### config.mk
export PLATFORM = sky130hd
export DESIGN_NAME = mold_header_rx
export DESIGN_NICKNAME = d
export VERILOG_FILES = /design/src/rtl/mold_pkg.sv /design/src/rtl/keep_thermo_cnt.sv /design/src/rtl/mold_header_rx.sv
export SDC_FILE = /design/constraint.sdc
export NUM_CORES = 1
export LEC_CHECK = 0
export CORE_AREA = 2 2 98 100
export DETAILED_ROUTE_END_ITERATION = 8
export DIE_AREA = 0 0 100 102
export DONT_BUFFER_PORTS = 1
export PLACE_DENSITY = 0.3
export SLEW_MARGIN = 20
export SYNTH_ARGS = -nofsm -noshare
export SYNTH_HDL_FRONTEND = slang
export SYNTH_SLANG_ARGS = --single-unit
### constraint.sdc
create_clock -name clk -period 4.66 [get_ports clk]
set_input_delay 0 -clock clk [delete_from_list [all_inputs] [get_ports clk]]
set_output_delay 0 -clock clk [all_outputs]
set_load 0.01 [all_outputs]
### src/rtl/mold_pkg.sv
// Shared definitions for the MoldUDP64 ingress path: bus widths, header
// byte offsets within the UDP payload, the end-of-session marker and the
// header phase encoding.
package mold_pkg;

   localparam int AXI_DATA_W  = 64;
   localparam int AXI_KEEP_W  = 8;
   localparam int ML_W        = 16;

   // Byte offsets of the header fields within the UDP payload
   localparam int SID_OFF     = 0;
   localparam int SEQ_OFF     = 10;
   localparam int CNT_OFF     = 18;
   localparam int MSG_LEN_OFF = 20;

   // Message count value that marks the end of a session
   localparam logic [15:0] MSG_CNT_EOS = 16'hFFFF;

   // Header beat phase: three header beats, then payload
   typedef enum logic [1:0] {
      H0      = 2'd0,
      H1      = 2'd1,
      H2      = 2'd2,
      PAYLOAD = 2'd3
   } mold_state_e;

endpackage

### src/rtl/keep_thermo_cnt.sv
// Counts the run of ones starting at bit 0 of a byte-enable vector.
// Bits after the first zero are ignored, so a malformed keep never
// reports bytes beyond a hole.
module keep_thermo_cnt #(
   parameter int D_W  = 8,
   parameter int D_LW = 4
) (
   input  logic [D_W-1:0]  data_i,
   output logic [D_LW-1:0] cnt_o
);

   logic [D_LW-1:0] cnt_s;
   logic            run_s;

   // Walk up from bit 0, counting until the first cleared bit
   always_comb begin
      cnt_s = {D_LW{1'b0}};
      run_s = 1'b1;
      for (int i = 0; i < D_W; i++) begin
         if (run_s && data_i[i]) begin
            cnt_s = cnt_s + {{(D_LW-1){1'b0}}, 1'b1};
         end else begin
            run_s = 1'b0;
         end
      end
   end

   assign cnt_o = cnt_s;

endmodule

### src/rtl/mold_header_rx.sv
// MoldUDP64 header parser. Tracks which header beat is on the bus and
// exposes session, sequence number and message count straight from the
// current beat with no added latency. Beats after the header are flagged
// as payload for the message splitter downstream.
module mold_header_rx #(
   parameter int AXI_DATA_W = 64,
   parameter int AXI_KEEP_W = 8,
   parameter int KEEP_LW    = 4,
   parameter int ML_W       = 16
) (
   input  logic                  clk,
   input  logic                  nreset,
   input  logic                  axis_tvalid_i,
   input  logic [AXI_KEEP_W-1:0] axis_tkeep_i,
   input  logic [AXI_DATA_W-1:0] axis_tdata_i,
   input  logic                  axis_tlast_i,
   output logic                  axis_tready_o,
   output logic                  sid_p0_v_o,
   output logic [63:0]           sid_p0_o,
   output logic                  sid_p1_v_o,
   output logic [15:0]           sid_p1_o,
   output logic                  seq_num_p0_v_o,
   output logic [47:0]           seq_num_p0_o,
   output logic                  seq_num_p1_v_o,
   output logic [15:0]           seq_num_p1_o,
   output logic                  msg_cnt_v_o,
   output logic [ML_W-1:0]       msg_cnt_o,
   output logic                  eos_o,
   output logic [KEEP_LW-1:0]    beat_len_o,
   output logic                  payload_v_o,
   output logic                  hdr_err_o
);

   import mold_pkg::*;

   // Lane positions of the fields inside their beats (H1 starts at byte 8,
   // H2 at byte 16)
   localparam int SID0_LO_BIT  = (SID_OFF - 0) * 8;
   localparam int SEQ0_LO_BIT  = (SEQ_OFF - 8) * 8;
   localparam int CNT_LO_BIT   = (CNT_OFF - 16) * 8;
   // Bytes of H2 needed to hold the whole message count
   localparam int CNT_END_LANE = CNT_OFF + 2 - 16;
   // Bytes of H2 that are still header; anything beyond is message data
   localparam int MSG_LANE     = MSG_LEN_OFF - 16;

   mold_state_e      state_r;
   logic [KEEP_LW-1:0] beat_len_s;
   logic             beat_ok_s;
   logic             in_h0_s;
   logic             in_h1_s;
   logic             in_h2_s;
   logic             in_pl_s;
   logic             cnt_fits_s;
   logic             has_msg_s;

   keep_thermo_cnt #(
      .D_W  (AXI_KEEP_W),
      .D_LW (KEEP_LW)
   ) u_keep_cnt (
      .data_i (axis_tkeep_i),
      .cnt_o  (beat_len_s)
   );

   // Header phase tracker: advances on each accepted beat, tlast restarts
   always_ff @(posedge clk) begin
      if (!nreset) begin
         state_r <= H0;
      end else if (axis_tvalid_i) begin
         if (axis_tlast_i) begin
            state_r <= H0;
         end else begin
            case (state_r)
               H0:      state_r <= H1;
               H1:      state_r <= H2;
               H2:      state_r <= PAYLOAD;
               PAYLOAD: state_r <= PAYLOAD;
               default: state_r <= H0;
            endcase
         end
      end else begin
         state_r <= state_r;
      end
   end

   // A beat only counts outside reset; this gates every qualifier
   assign beat_ok_s  = nreset & axis_tvalid_i;
   assign in_h0_s    = beat_ok_s & (state_r == H0);
   assign in_h1_s    = beat_ok_s & (state_r == H1);
   assign in_h2_s    = beat_ok_s & (state_r == H2);
   assign in_pl_s    = beat_ok_s & (state_r == PAYLOAD);
   assign cnt_fits_s = (beat_len_s >= KEEP_LW'(CNT_END_LANE));
   assign has_msg_s  = (beat_len_s >  KEEP_LW'(MSG_LANE));

   assign axis_tready_o  = 1'b1;
   assign beat_len_o     = beat_len_s;

   assign sid_p0_v_o     = in_h0_s;
   assign sid_p0_o       = in_h0_s ? axis_tdata_i[SID0_LO_BIT +: 64] : 64'd0;

   assign sid_p1_v_o     = in_h1_s;
   assign sid_p1_o       = in_h1_s ? axis_tdata_i[15:0] : 16'd0;
   assign seq_num_p0_v_o = in_h1_s;
   assign seq_num_p0_o   = in_h1_s ? axis_tdata_i[SEQ0_LO_BIT +: 48] : 48'd0;

   assign seq_num_p1_v_o = in_h2_s;
   assign seq_num_p1_o   = in_h2_s ? axis_tdata_i[15:0] : 16'd0;

   assign msg_cnt_v_o    = in_h2_s & cnt_fits_s;
   assign msg_cnt_o      = msg_cnt_v_o ? axis_tdata_i[CNT_LO_BIT +: ML_W] : {ML_W{1'b0}};
   assign eos_o          = msg_cnt_v_o & (msg_cnt_o == MSG_CNT_EOS);

   // Bytes 20+ of H2 already belong to the first message
   assign payload_v_o    = in_pl_s | (in_h2_s & has_msg_s);

   // Packet closed before the message count was fully delivered
   assign hdr_err_o      = axis_tlast_i & (in_h0_s | in_h1_s | (in_h2_s & ~cnt_fits_s));

endmodule

After elaboration in Yosys (flattened, before gate mapping)
Cells that the tools add are included.

storage, ports and cells
  RAM bits = 0
  latch bits = 0
  memory bits (read-only) = 0
  memories = 0
  logic and storage cells = 59
  register bits after elaboration = 2
  bits of input ports = 76
  output and inout port bits = 173

cells by class
  shift-type cells = 0
  magnitude comparators = 2
  add/sub/neg operators = 7
  mux-type cells = 22
  div/mod/pow operators = 0
  reductions and logical operators = 9
  bitwise operators = 14
  equality and inequality tests = 4
  $mul = 0

operators with widths
  operator                                                            count
  2-to-1 mux 64 bit                                                   1
  2-to-1 mux 16 bit                                                   3
  2-to-1 mux 48 bit                                                   1
  adder 4 x 1 -> 4 bit (second input constant)                        7
  2-to-1 mux 4 bit                                                    7
  == test 16 bit (second input constant)                              1
  bitwise AND 1 bit                                                   10
  2-to-1 mux 1 bit                                                    8
  logical AND 1 bit                                                   7
  one-hot mux 2 bit (3 select lines)                                  1
  == test 2 bit (second input constant)                               2
  greater-or-equal comparator 4 x 3 -> 1 bit (second input constant)  1
  > comparator 4 x 3 -> 1 bit (second input constant)                 1
  OR 1 bit                                                            3
  == test 2 x 1 -> 1 bit (second input constant)                      1
  logical NOT 2 bit                                                   1
  2-to-1 mux 2 bit                                                    1
  OR reduction 2 bit                                                  1
  inverter 1 bit                                                      1

Longest topological paths before layout
  depth after elaboration = 20
  gate-level depth with buffers = 20
  mapped depth without buffers = 20

Cells and area by module
From an unflattened synthesis, not the netlist that was laid out.

second synthesis, totals
  cells, all modules = 251
  area total of the unflattened synthesis = 1629.1 µm²

modules (own cells, without submodules)
  module           cells each  area each (µm²)  times used  seq. area each (µm²)
  mold_header_rx   208         1325.0           1           40.0
  keep_thermo_cnt  43          304.0            1           0.0

Least setup slack after synthesis
Ideal clock, no wire load.

  kind = in2out
  from = input axis_tkeep_i[2]
  to = output hdr_err_o
  arrival time = 3.199 ns
  data required time = 4.660 ns
  buffers on the path = 1
  stages on the path = 18
  slack = 1.461 ns
  cell sequence = inv_1 a21boi_0 ha_1 inv_1 a31oi_1 ha_1 a21o_1 ha_1 mux2i_1 o21bai_1 ha_1 a21boi_1 o2111ai_2 a21o_1 a21oi_4 mux2i_4 buf_6 o2bb2ai_1

between the ends
  word-level cells in the longest chain between the ends = 17
  elaborated cells between the ends (all ways) = 27
  classes of those cells = 5 x add/sub; 1 x order compare; 11 x mux; 4 x bitwise; 6 x reduce/logical

RTL lines
  what                                                       RTL line                                      source
  from (decl)                                                mold_header_rx.sv:14                          input logic [AXI_KEEP_W-1:0] axis_tkeep_i,
  logical AND 1 bit (*)                                      keep_thermo_cnt.sv:20                         if (run_s && data_i[i]) begin
  2-to-1 mux 4 bit or 2-to-1 mux 1 bit (tied branches)       keep_thermo_cnt.sv:20
  adder 4 x 1 -> 4 bit or logical AND 1 bit (tied branches)  keep_thermo_cnt.sv:21, keep_thermo_cnt.sv:20
  2-to-1 mux 4 bit or 2-to-1 mux 1 bit (tied branches)       keep_thermo_cnt.sv:20
  adder 4 x 1 -> 4 bit or logical AND 1 bit (tied branches)  keep_thermo_cnt.sv:21, keep_thermo_cnt.sv:20
  2-to-1 mux 4 bit or 2-to-1 mux 1 bit (tied branches)       keep_thermo_cnt.sv:20
  adder 4 x 1 -> 4 bit or logical AND 1 bit (tied branches)  keep_thermo_cnt.sv:21, keep_thermo_cnt.sv:20
  2-to-1 mux 4 bit or 2-to-1 mux 1 bit (tied branches)       keep_thermo_cnt.sv:20
  adder 4 x 1 -> 4 bit or logical AND 1 bit (tied branches)  keep_thermo_cnt.sv:21, keep_thermo_cnt.sv:20
  2-to-1 mux 4 bit or 2-to-1 mux 1 bit (tied branches)       keep_thermo_cnt.sv:20
  adder 4 x 1 -> 4 bit or logical AND 1 bit (tied branches)  keep_thermo_cnt.sv:21, keep_thermo_cnt.sv:20
  2-to-1 mux 4 bit (*)                                       keep_thermo_cnt.sv:20
  greater-or-equal comparator 4 x 3 -> 1 bit (*)             mold_header_rx.sv:91                          assign cnt_fits_s = (beat_len_s >= KEEP_LW'(CNT_END_LANE));
  inverter 1 bit (*)                                         mold_header_rx.sv:116                         assign hdr_err_o = axis_tlast_i & (in_h0_s | in_h1_s | (in_h2_s & ~cnt_fits_s));
  bitwise AND 1 bit (*)                                      mold_header_rx.sv:116
  OR 1 bit (*)                                               mold_header_rx.sv:116
  bitwise AND 1 bit (*)                                      mold_header_rx.sv:116
  to (decl)                                                  mold_header_rx.sv:31                          output logic hdr_err_o

Every way passes the cells marked *; elsewhere a longest branch is shown, timed or not.

Worst setup path in the final report
  from = input axis_tkeep_i[2]
  to = output eos_o

between the ends
  word-level cells in the longest chain between the ends = 17
  elaborated cells between the ends (all ways) = 27
  classes of those cells = 5 x add/sub; 1 x order compare; 1 x eq/ne; 12 x mux; 2 x bitwise; 6 x reduce/logical

RTL lines
  what                                                       RTL line                                      source
  logical AND 1 bit (*)                                      keep_thermo_cnt.sv:20
  2-to-1 mux 4 bit or 2-to-1 mux 1 bit (tied branches)       keep_thermo_cnt.sv:20
  adder 4 x 1 -> 4 bit or logical AND 1 bit (tied branches)  keep_thermo_cnt.sv:21, keep_thermo_cnt.sv:20
  2-to-1 mux 4 bit or 2-to-1 mux 1 bit (tied branches)       keep_thermo_cnt.sv:20
  adder 4 x 1 -> 4 bit or logical AND 1 bit (tied branches)  keep_thermo_cnt.sv:21, keep_thermo_cnt.sv:20
  2-to-1 mux 4 bit or 2-to-1 mux 1 bit (tied branches)       keep_thermo_cnt.sv:20
  adder 4 x 1 -> 4 bit or logical AND 1 bit (tied branches)  keep_thermo_cnt.sv:21, keep_thermo_cnt.sv:20
  2-to-1 mux 4 bit or 2-to-1 mux 1 bit (tied branches)       keep_thermo_cnt.sv:20
  adder 4 x 1 -> 4 bit or logical AND 1 bit (tied branches)  keep_thermo_cnt.sv:21, keep_thermo_cnt.sv:20
  2-to-1 mux 4 bit or 2-to-1 mux 1 bit (tied branches)       keep_thermo_cnt.sv:20
  adder 4 x 1 -> 4 bit or logical AND 1 bit (tied branches)  keep_thermo_cnt.sv:21, keep_thermo_cnt.sv:20
  2-to-1 mux 4 bit (*)                                       keep_thermo_cnt.sv:20
  greater-or-equal comparator 4 x 3 -> 1 bit (*)             mold_header_rx.sv:91
  bitwise AND 1 bit (*)                                      mold_header_rx.sv:108                         assign msg_cnt_v_o = in_h2_s & cnt_fits_s;
  2-to-1 mux 16 bit                                          mold_header_rx.sv:109                         assign msg_cnt_o = msg_cnt_v_o ? axis_tdata_i[CNT_LO_BIT +: ML_W] : {ML_W{1'b0}};
  == test 16 bit                                             mold_header_rx.sv:110                         assign eos_o = msg_cnt_v_o & (msg_cnt_o == MSG_CNT_EOS);
  bitwise AND 1 bit (*)                                      mold_header_rx.sv:110
  to (decl)                                                  mold_header_rx.sv:28                          output logic eos_o,

Marks and branches as above.

==> flow_summary.toml <==
[global_routing]
antenna_found_initial = 0
overflow = 0
grt.total_usage = 0.1350
grt_pass1_vias = 1711
grt_max_degree = 67
grt_pass1_wl_mm = 10.34

[detailed_routing]
wl_per_cell_um = 21.65
drt_iter0_markers = 49
vias = 1958
drtPass1Iterations = 4
detail-route-antenna-nets = 0
wirelength_mm = 8.247
viasPerCell = 5.139
route.detailed.drc = 0

[setup_path]
crit_path_end_kind = "output pin"
slowest_delay_ps = 670
path_delay_family = "adder cells"
cpMaxStageDelayCell = "mux2i_4"
crit_type = "primary input to output pin"
crit_top_cell = "ha_1"
crit_fanout = 19
setup.worst_path.start_class = "primary input"
critPathRequiredTime_ps = 4660
crit_chain = "inv_1, a21boi_0, ha_1, inv_1, a31oi_1, ha_1, a21o_1, ha_1, mux2i_1, o21bai_1, ha_1, and2_1, o2111ai_2, nand3_1, a21oi_4, mux2i_4, and4b_1"
critical_path_arrival_ps = 3730
crit_buf_inv = 2

[place]
gp_congestion = 0.7757
portBuffers = 0
dp.cells = 374
dp_hpwl_mm = 6.903
pre_cts_ws_ps = 913.5

[final_layout]
fillerInstances = 1039
drive_gt1_frac = 0.07407
ff_latch_area_um2 = 40.04
layout.cells.non_filler = 381
n_antenna_cell = 0
largest_reg_flops = 2
largest-register = "state_r"
layout.nets = 353
multi_input_area_um2 = 1677
area_delta_synth_final_pct = 7.505
largestRegisters = "state_r: 2 flops"

[timing]
tightest_slew_ps = 908.3
hold_ws_ps = 52.79
finalSetupTns_ps = 0
final-hold-violation-count = 0
fmax_mhz = 268.0
fin_crit_ps = 3731
fin_skew_ps = 1.256
slew_viol_final = 0
finalWorstSetupSlack_ps = 928.8
setup_viol = 0
max_slew_margin = 0.3945
period_share = 0.8007
rsz0062_at_grt = "no"

[clock_tree]
clock_sinks = 2
cts-resized-gates = 0
postCtsSetupBuffers = 0
cts_root_buf = "clkbuf_8"
clk_latency_ps = 210
cts.clk_slew.worst_paths_ps = 30
cts_tree = "done"
cts_inserted_buffers = 3
htree_num_levels = 1
clockBufferDepth = 2

[floorplanning]
dieArea_um2 = 10200
pin_count = 249
rows = 35
coreArea_um2 = 9109
initial_core_util = 0.2032
die_y_um = 102
die_width_um = 100

[yosys]
synth_common_cells = "147 x and2_1, 17 x clkbuf_1, 10 x inv_1"
synth_top_area_frac = 0.4970
yosysWarnings = 0
synth_ff_type = "dfxtp_1"
syn_inst = 283
synth.distinct_cells = 41
ys_seq_area_frac = 0.02164
synth.avg_cell_area_um2 = 6.539
ys_seq_elements = 2
async_reset_ff_frac = 0
synthTopCellsByArea = "and2_1 50%, nor3b_2 5.4%, clkbuf_1 3.4%"
synth_edf_count = 0
syn-cell-area_um2 = 1851
synthesis.nets = 364
synth_most_common_cell = "and2_1"
synth_top_area_cell = "and2_1"

[power_and_ir_drop]
ir_drop_mv = 0.1560
power_per_cell_area_nw_per_um2 = 95.42
p_leak_nw = 0.8062

[outcome]
status = "finished clean"

[min_path]
hold_class = "primary input to flop"

[job]
maxCapViolCount = 0
==> layout by cell type, fill, tap and decap left out, drive strengths merged, types with 4 or more instances in the layout <==
master / synthesis / layout
dlygate4sd3: 0 / 4
nor3b: 16 / 16
a31oi: 4 / 4
ha: 5 / 5
inv: 10 / 10
nand4: 5 / 5
nor2: 8 / 8
nand2: 9 / 9
nand3: 6 / 6
nand2b: 5 / 5
mux2i: 4 / 4
and2: 147 / 147
a21oi: 8 / 8
==> worst min-delay path: stages <==
cell	delay, ps
a21oi_1	20
mux2i_1	130
nor2b_1	60
==> metrics by stage <==
step                      total power [mW]  utilization  instance area, um2
final                               0.1898       0.2184                1989
after global routing                0.2063       0.2184                1989
after CTS                           0.1933       0.2184                1989
after detailed placement            0.1207       0.2095                1908
after global placement              0.1218       0.2095                1908
after floorplan                     0.1075            -                1851
==> worst paths after layout <==
check / from / to / slack [ps] / cells past startpoint
worst min register to register: state_r[0]$_SDFFE_PN0P_ / state_r[0]$_SDFFE_PN0P_ / 610 / 2
worst max-delay path: axis_tkeep_i[2] / eos_o / 930 / 17
worst min-delay path: axis_tlast_i / state_r[0]$_SDFFE_PN0P_ / 50 / 3
worst max register to register: state_r[0]$_SDFFE_PN0P_ / state_r[1]$_SDFFE_PN0P_ / 3440 / 3
==> logic make-up (layout without fill, tap and decap cells) <==
logic type,Yosys count,after routing,share of synthesized area
buffers and inverters,32,19,0.07775
other,1,1,0.002026
AO/OA/AOI/OAI,26,26,0.1028
flip-flops,2,2,0.02164
XOR/XNOR,2,2,0.009468
adder cells (fa/ha/maj),5,5,0.03381
AND/OR/NAND/NOR,211,211,0.7241
multiplexers,4,4,0.02840
==> area by class of cell <==
class                   count  area share
clock buffers               3     0.02075
flip-flops and latches      2     0.02013
well taps                 111     0.06981
multi-input cells         249      0.8428
inverters                  10     0.01887
repair buffers              6     0.02767
==> power by group <==
group	internal, mW	switching (mW)	total, mW
logic	0.0375	0.0655	0.103
clock network	0.0545	0.0127	0.0673
registers	0.0181	0.00144	0.0196
==> layer usage <==
metal | track usage | share of wire | vias up
met2 | 0.2105 | 0.44 | 148
met4 | 0.01264 | 0 | 0
met3 | 0.09986 | 0.17 | 0
met1 | 0.1555 | 0.39 | 920
li1 | - | - | 890
met5 | 0 | 0 | -
==> repair_timing <==
item                                    CTS  global route
hold endpoints to repair                  2             0
hold buffers                              4             0
endpoints found under the setup margin    0             0
Power figures use the tool's default switching activity.
